### src/rtl/ysyx_23060171_idu_ctrl_if.sv
// Handshake and retire bus between IFU, IDU issue control, EXU and WBU.
// The master side is the surrounding pipeline; the slave side is the issue controller.
interface ysyx_23060171_idu_ctrl_if;
  logic       in_valid;
  logic       in_ready;
  logic [4:0] rs1;
  logic [4:0] rs2;
  logic [4:0] rd;
  logic       uses_rs1;
  logic       uses_rs2;
  logic       writes_rd;
  logic       is_serial;
  logic       out_valid;
  logic       out_ready;
  logic       wb_valid;
  logic [4:0] wb_rd;
  logic       wb_writes;

  modport master (
    output in_valid, rs1, rs2, rd, uses_rs1, uses_rs2, writes_rd, is_serial,
    output out_ready, wb_valid, wb_rd, wb_writes,
    input  in_ready, out_valid
  );

  modport slave (
    input  in_valid, rs1, rs2, rd, uses_rs1, uses_rs2, writes_rd, is_serial,
    input  out_ready, wb_valid, wb_rd, wb_writes,
    output in_ready, out_valid
  );
endinterface

### src/rtl/ysyx_23060171_idu_ctrl.sv
// Decode-stage issue controller: GPR write scoreboard (RAW/WAW gating),
// in-flight instruction bound, and serialization of CSR/system instructions.
module ysyx_23060171_idu_ctrl #(
  parameter int MAX_OUTSTANDING = 4,
  parameter int CNT_W           = 3
) (
  input  logic                   clk,
  input  logic                   rst,
  ysyx_23060171_idu_ctrl_if.slave bus,
  output logic [31:0]            busy_mask,
  output logic [CNT_W-1:0]       outstanding,
  output logic                   serial_busy,
  output logic                   err
);

  typedef enum logic [1:0] {
    ST_RUN    = 2'd0,
    ST_DRAIN  = 2'd1,
    ST_SERIAL = 2'd2
  } state_e;

  localparam logic [CNT_W-1:0] CNT_ZERO = {CNT_W{1'b0}};
  localparam logic [CNT_W-1:0] CNT_ONE  = CNT_W'(1);
  localparam logic [CNT_W-1:0] CNT_MAX  = CNT_W'(MAX_OUTSTANDING);

  // A pending write to x0 never exists, so index 0 always reads as free.
  function automatic logic reg_busy(input logic [31:0] mask, input logic [4:0] idx);
    reg_busy = (idx != 5'd0) & mask[idx];
  endfunction

  state_e           state_q, state_d;
  logic [31:0]      busy_q, busy_d;
  logic [CNT_W-1:0] cnt_q, cnt_d;
  logic             err_q, err_d;

  logic raw_s;
  logic waw_s;
  logic cap_ok_s;
  logic serial_ok_s;
  logic can_issue_s;
  logic fire_s;
  logic dec_s;

  // Issue decision from registered scoreboard state only (no retire bypass).
  always_comb begin
    raw_s       = (bus.uses_rs1 & reg_busy(busy_q, bus.rs1)) |
                  (bus.uses_rs2 & reg_busy(busy_q, bus.rs2));
    waw_s       = bus.writes_rd & reg_busy(busy_q, bus.rd);
    cap_ok_s    = (cnt_q < CNT_MAX);
    serial_ok_s = !bus.is_serial | (cnt_q == CNT_ZERO);
    can_issue_s = !raw_s & !waw_s & cap_ok_s & (state_q == ST_RUN) & serial_ok_s;
    fire_s      = bus.in_valid & bus.out_ready & can_issue_s;
    dec_s       = bus.wb_valid & (cnt_q != CNT_ZERO);
  end

  assign bus.out_valid = bus.in_valid & can_issue_s;
  assign bus.in_ready  = bus.out_ready & can_issue_s;

  // Serialization FSM: drain the pipeline before a serial op, then hold until it retires.
  always_comb begin
    state_d = state_q;
    case (state_q)
      ST_RUN: begin
        if (fire_s && bus.is_serial) begin
          state_d = ST_SERIAL;
        end else if (bus.in_valid && bus.is_serial && (cnt_q != CNT_ZERO)) begin
          state_d = ST_DRAIN;
        end else begin
          state_d = ST_RUN;
        end
      end
      ST_DRAIN: begin
        if (cnt_q == CNT_ZERO) begin
          state_d = ST_RUN;
        end else begin
          state_d = ST_DRAIN;
        end
      end
      ST_SERIAL: begin
        if (bus.wb_valid) begin
          state_d = ST_RUN;
        end else begin
          state_d = ST_SERIAL;
        end
      end
      default: state_d = ST_RUN;
    endcase
  end

  // In-flight counter and sticky underflow error.
  always_comb begin
    cnt_d = cnt_q;
    case ({fire_s, dec_s})
      2'b10:   cnt_d = cnt_q + CNT_ONE;
      2'b01:   cnt_d = cnt_q - CNT_ONE;
      default: cnt_d = cnt_q;
    endcase
    err_d = err_q | (bus.wb_valid & (cnt_q == CNT_ZERO));
  end

  // Scoreboard: clear on retire, set on issue; WAW gating keeps the two indices distinct.
  always_comb begin
    busy_d = busy_q;
    if (bus.wb_valid && bus.wb_writes && (bus.wb_rd != 5'd0)) begin
      busy_d[bus.wb_rd] = 1'b0;
    end else begin
      busy_d = busy_q;
    end
    if (fire_s && bus.writes_rd && (bus.rd != 5'd0)) begin
      busy_d[bus.rd] = 1'b1;
    end else begin
      busy_d[bus.rd] = busy_d[bus.rd];
    end
    busy_d[0] = 1'b0;
  end

  // State registers with immediate asynchronous clear.
  always_ff @(posedge clk or posedge rst) begin
    if (rst) begin
      state_q <= ST_RUN;
      busy_q  <= 32'h0000_0000;
      cnt_q   <= CNT_ZERO;
      err_q   <= 1'b0;
    end else begin
      state_q <= state_d;
      busy_q  <= busy_d;
      cnt_q   <= cnt_d;
      err_q   <= err_d;
    end
  end

  assign busy_mask   = busy_q;
  assign outstanding = cnt_q;
  assign serial_busy = (state_q != ST_RUN);
  assign err         = err_q;

endmodule

### src/flat_wrapper.sv
// flat-port wrapper written by rule: the top's interface ports become plain ports
module ysyx_23060171_idu_ctrl_flat 
#(
  parameter int MAX_OUTSTANDING = 4,
  parameter int CNT_W           = 3
)
  (clk, rst, busy_mask, outstanding, serial_busy, err, bus_in_valid, bus_rs1, bus_rs2, bus_rd, bus_uses_rs1, bus_uses_rs2, bus_writes_rd, bus_is_serial, bus_out_ready, bus_wb_valid, bus_wb_rd, bus_wb_writes, bus_in_ready, bus_out_valid);
  ysyx_23060171_idu_ctrl_if bus_i ();
  input  logic clk;
  input  logic rst;
  output logic [31:0] busy_mask;
  output logic [CNT_W-1:0] outstanding;
  output logic serial_busy;
  output logic err;
  input wire logic [$bits(bus_i.in_valid)-1:0] bus_in_valid;
  input wire logic [$bits(bus_i.rs1)-1:0] bus_rs1;
  input wire logic [$bits(bus_i.rs2)-1:0] bus_rs2;
  input wire logic [$bits(bus_i.rd)-1:0] bus_rd;
  input wire logic [$bits(bus_i.uses_rs1)-1:0] bus_uses_rs1;
  input wire logic [$bits(bus_i.uses_rs2)-1:0] bus_uses_rs2;
  input wire logic [$bits(bus_i.writes_rd)-1:0] bus_writes_rd;
  input wire logic [$bits(bus_i.is_serial)-1:0] bus_is_serial;
  input wire logic [$bits(bus_i.out_ready)-1:0] bus_out_ready;
  input wire logic [$bits(bus_i.wb_valid)-1:0] bus_wb_valid;
  input wire logic [$bits(bus_i.wb_rd)-1:0] bus_wb_rd;
  input wire logic [$bits(bus_i.wb_writes)-1:0] bus_wb_writes;
  output wire logic [$bits(bus_i.in_ready)-1:0] bus_in_ready;
  output wire logic [$bits(bus_i.out_valid)-1:0] bus_out_valid;
  assign bus_i.in_valid = bus_in_valid;
  assign bus_i.rs1 = bus_rs1;
  assign bus_i.rs2 = bus_rs2;
  assign bus_i.rd = bus_rd;
  assign bus_i.uses_rs1 = bus_uses_rs1;
  assign bus_i.uses_rs2 = bus_uses_rs2;
  assign bus_i.writes_rd = bus_writes_rd;
  assign bus_i.is_serial = bus_is_serial;
  assign bus_i.out_ready = bus_out_ready;
  assign bus_i.wb_valid = bus_wb_valid;
  assign bus_i.wb_rd = bus_wb_rd;
  assign bus_i.wb_writes = bus_wb_writes;
  assign bus_in_ready = bus_i.in_ready;
  assign bus_out_valid = bus_i.out_valid;
  ysyx_23060171_idu_ctrl #(.MAX_OUTSTANDING(MAX_OUTSTANDING), .CNT_W(CNT_W)) u_core (.clk(clk), .rst(rst), .bus(bus_i), .busy_mask(busy_mask), .outstanding(outstanding), .serial_busy(serial_busy), .err(err));
endmodule
### config.mk
export PLATFORM = sky130hd
export DESIGN_NAME = ysyx_23060171_idu_ctrl_flat
export DESIGN_NICKNAME = d
export VERILOG_FILES = /design/src/rtl/ysyx_23060171_idu_ctrl_if.sv /design/src/rtl/ysyx_23060171_idu_ctrl.sv /design/src/flat_wrapper.sv
export SDC_FILE = /design/constraint.sdc
export NUM_CORES = 1
export LEC_CHECK = 0
export ABC_AREA = 1
export CORE_MARGIN = 2
export CORE_UTILIZATION = 25
export DETAILED_ROUTE_END_ITERATION = 10
export DONT_BUFFER_PORTS = 1
export PLACE_DENSITY_LB_ADDON = 0.3
export SLEW_MARGIN = 20
export SYNTH_ARGS = -nofsm -noshare
export SYNTH_HDL_FRONTEND = slang
export SYNTH_SLANG_ARGS = --single-unit
export TNS_END_PERCENT = 30
### constraint.sdc
create_clock -name clk -period 3.8 [get_ports clk]
set_input_delay 0.57 -clock clk [delete_from_list [all_inputs] [get_ports clk]]
set_output_delay 0.57 -clock clk [all_outputs]
set_load 0.05 [all_outputs]
==> metrics.md <==
| Metric | Value |
|---|---|
| Post-synthesis simple-gate area fraction | `0.484` |
| Core Region | `0.0158 mm^2` |
| Multi-input gate area | `0.00267 mm^2` |
| Worst setup EP type | `primary output` |
| Synth top area share | `0.232` |
| VDD IR max | `269 uV` |
| Minimum clock period | `between 3 and 4 ns` |
| Vias in the first global route | `3989` |
| Number of synthesized flops with an enable pin | `0` |
| Fin. max-slew vios | `0` |
| CTS tree | `yes` |
| DR pass1 iterations | `5` |
| GR Overflow Total | `0` |
| Area growth, synth to finish | `13.2%` |
| IO Port Bufs | `0` |
| Sequential cell area | `926 um^2` |
| Num ports | `between 60 and 70` |
| Psw | `about 1.3 mW` |
| First-pass GRT wire length | `23.1 mm` |
| Status | `complete, no violations` |
| Switch share | `0.536` |
| Wirelength per Cell | `17.5 um` |
| Adder-Cell Fraction of Synth Area | `0.00815` |
| Complex-gate fraction of the synthesized area | `0.171` |
| Post-Syn Nets | `639` |
| Die H | `130 um` |
| Async SR Flop Fraction | `1.00` |
| Top cells by area, synth | `dfrtp_1 (23%), nand2_1 (22%), nor2_4 (9.3%)` |
| Fin nets | `660` |
| DR vias/cell | `4.89` |
| Largest net degree at the start of global routing | `24` |
| Pleak | `2.00 nW` |
| Mean Syn Cell Area | `around 6.6 um^2` |
| # resized after CTS | `0` |
| Post-CTS Setup Inserts | `0` |
| Setup tns final | `0 ns` |
| Most common cell after layout, fill and taps aside | `nand2_1` |
| Synth Cell Area | `0.00399 mm^2` |
| Synth Area in XOR/XNOR | `0.00439` |
| Layout cells sized above 1 | `0.218` |
| Final-layout fill cell count | `1770` |
| Worst R2R Start | `u_core.outstanding[2]` |
| Final setup margin | `0.663 ns` |
| Num CTS Buffers | `5` |
| TritonCTS sink count | `37` |
| Pre-CTS setup slack | `0.716 ns` |
| Initial Util | `0.253` |
| Clock tree buffer depth | `2` |
| Worst slew pin tran | `1.02 ns` |
| Yosys cell types | `34` |
| Crit path launch | `u_core.outstanding[2]` |
| Max Cap Viol | `0` |
| Primary FF master, synth | `dfrtp_1` |
| Area leader, netlist | `dfrtp_1` |
| Logic pwr share | `0.510` |
| Synth Instances | `around 610` |
| Diode count | `0` |
| RSZ-0062 raised after global routing | `no` |
| FF+latch count, synth | `37` |
| Mux cell area share after synthesis | `0` |
| Clock tree root driver cell | `clkbuf_16` |
| Via count | `about 4100` |
| Hold Vio Cnt, Final | `0` |
| H-Tree Depth | `2` |
| Clock power share | `0.178` |
| Initial antenna violation count | `0` |
| Clock latency on the worst-skew pair | `0.29 ns` |
| Critical path type | `reg -> out` |
| GR Util All Layers | `0.180` |
| Initial DRC Count | `291` |
| Nature of the critical path startpoint | `register` |
| Worst Path Arrival | `2.57 ns` |
| Final period util | `0.825` |
| Main combinational cell family by area after synthesis | `simple AND/OR/NAND/NOR gates` |
| Power Internal | `1.11 mW` |
| Cts hold-fix bufs | `0` |
| DRC | `0` |
| Clk pin slew, worst setup/hold paths | `0.06 ns` |
| Clock skew | `slightly below 0.004 ns` |
| Commonest non-fill, non-tap cells in the layout | `nand2_1 (233), inv_1 (51), nand3_1 (51), dfrtp_1 (37), buf_4 (34)` |
| Gp weighted congestion | `0.875` |
| Final ANT Viol Nets | `0` |
| Crit Path Max Fanout | `4` |
| Die area | `0.0170 mm^2` |
| F_max | `roughly 0.32 GHz` |
| Normalized max-slew margin | `0.320` |
| # rows | `46` |
| Total chip power | `2.40 mW` |
| Worst hold-check path type | `in -> async` |
| Reg power frac | `0.312` |
| Depth of the worst register-to-register path | `12` |
| Sequential area share after synthesis | `0.232` |
| Routed WL | `14.7 mm` |
| Final setup viols | `0` |
| Dpl hpwl | `11.4 mm` |
| Synth warn | `0` |
| Critical Path RT | `3.23 ns` |
| Power per cell area | `532 mW/mm^2` |
| Die width | `130 um` |
cells by family (layout without fill, tap and decap cells):
group	after synthesis	in the layout
and+or+nand+nor	387	387
AOI/OAI and AO/OA	95	95
buffers and inverters	83	104
DFF	37	37
adders and majority gates	2	2
xor gates and xnor gates	2	2
other	1	1
path summary, 6_finish.rpt:
path / endpoint / slack (ns)
max: bus_in_ready / 0.66
min: u_core.busy_mask[2] / 0.42
max reg2reg: u_core.outstanding[1] / 0.74
min reg2reg: u_core.state_q[0] / 0.47
max in group asynchronous: u_core.busy_mask[26] / 2.59
min in group clk: u_core.state_q[0] / 0.43
state kept, by name, indices dropped and copies added (netlist names):
signal              count
u_core.busy_mask       31
u_core.outstanding      3
u_core.err              1
u_core.state_q          2
worst max-delay path, cell delays in order, from the launching register on:
cell and delay [ns]:
dfrtp_1 0.59, nor3_1 0.40, inv_1 0.11, a211oi_1 0.36
nand2_1 0.15, nor2_4 0.19, nand2_1 0.10, nor2_1 0.14
buf_4 0.22
synth_stat cells, types with 8 or more instances:
cell and n:
inv_2 10, o211ai_1 8, a21oi_1 22, a21oi_2 30
nand2_1 233, dfrtp_1 37, inv_1 51, nor2_4 33
nand3_1 51, nand4_1 10, a21boi_0 20, nor2_1 33
through the flow:
stage	cell area, um^2	util	cells	hold slack, ns
finish	4520	0.287	844	0.417
global route	4520	0.287	844	0.428
CTS	4520	0.287	844	0.423
detailed placement	4380	0.278	837	0.448
global placement	4380	0.278	837	0.461
floorplan	3990	-	607	0.425
cell type report:
cell class | instances | share of cell area
Clock buffer | 7 | 0.0316
Tap cell | 216 | 0.0598
Sequential cell | 37 | 0.205
Timing Repair Buffer | 35 | 0.0609
Multi-Input combinational cell | 487 | 0.591
Inverter | 62 | 0.0520
layer usage:
metal  global-route usage  up-vias  wire (um)
li1                     -     1998          -
met1                0.254     1929       6690
met2                0.265      181       6140
met3               0.0578       15       1720
met4               0.0444        0        188
met5                    0        -          0
power by group through the flow:
| stage | clock, mW | combinational [mW] | sequential, mW |
|---|---|---|---|
| after floorplan | 0 | 0.608 | 1.01 |
| after global placement | 0 | 1.23 | 0.753 |
| after detailed placement | 0 | 1.23 | 0.752 |
| after CTS | 0.437 | 1.23 | 0.744 |
| after global routing | 0.454 | 1.34 | 0.763 |
| final | 0.428 | 1.23 | 0.749 |
Power figures use the tool's default switching activity.
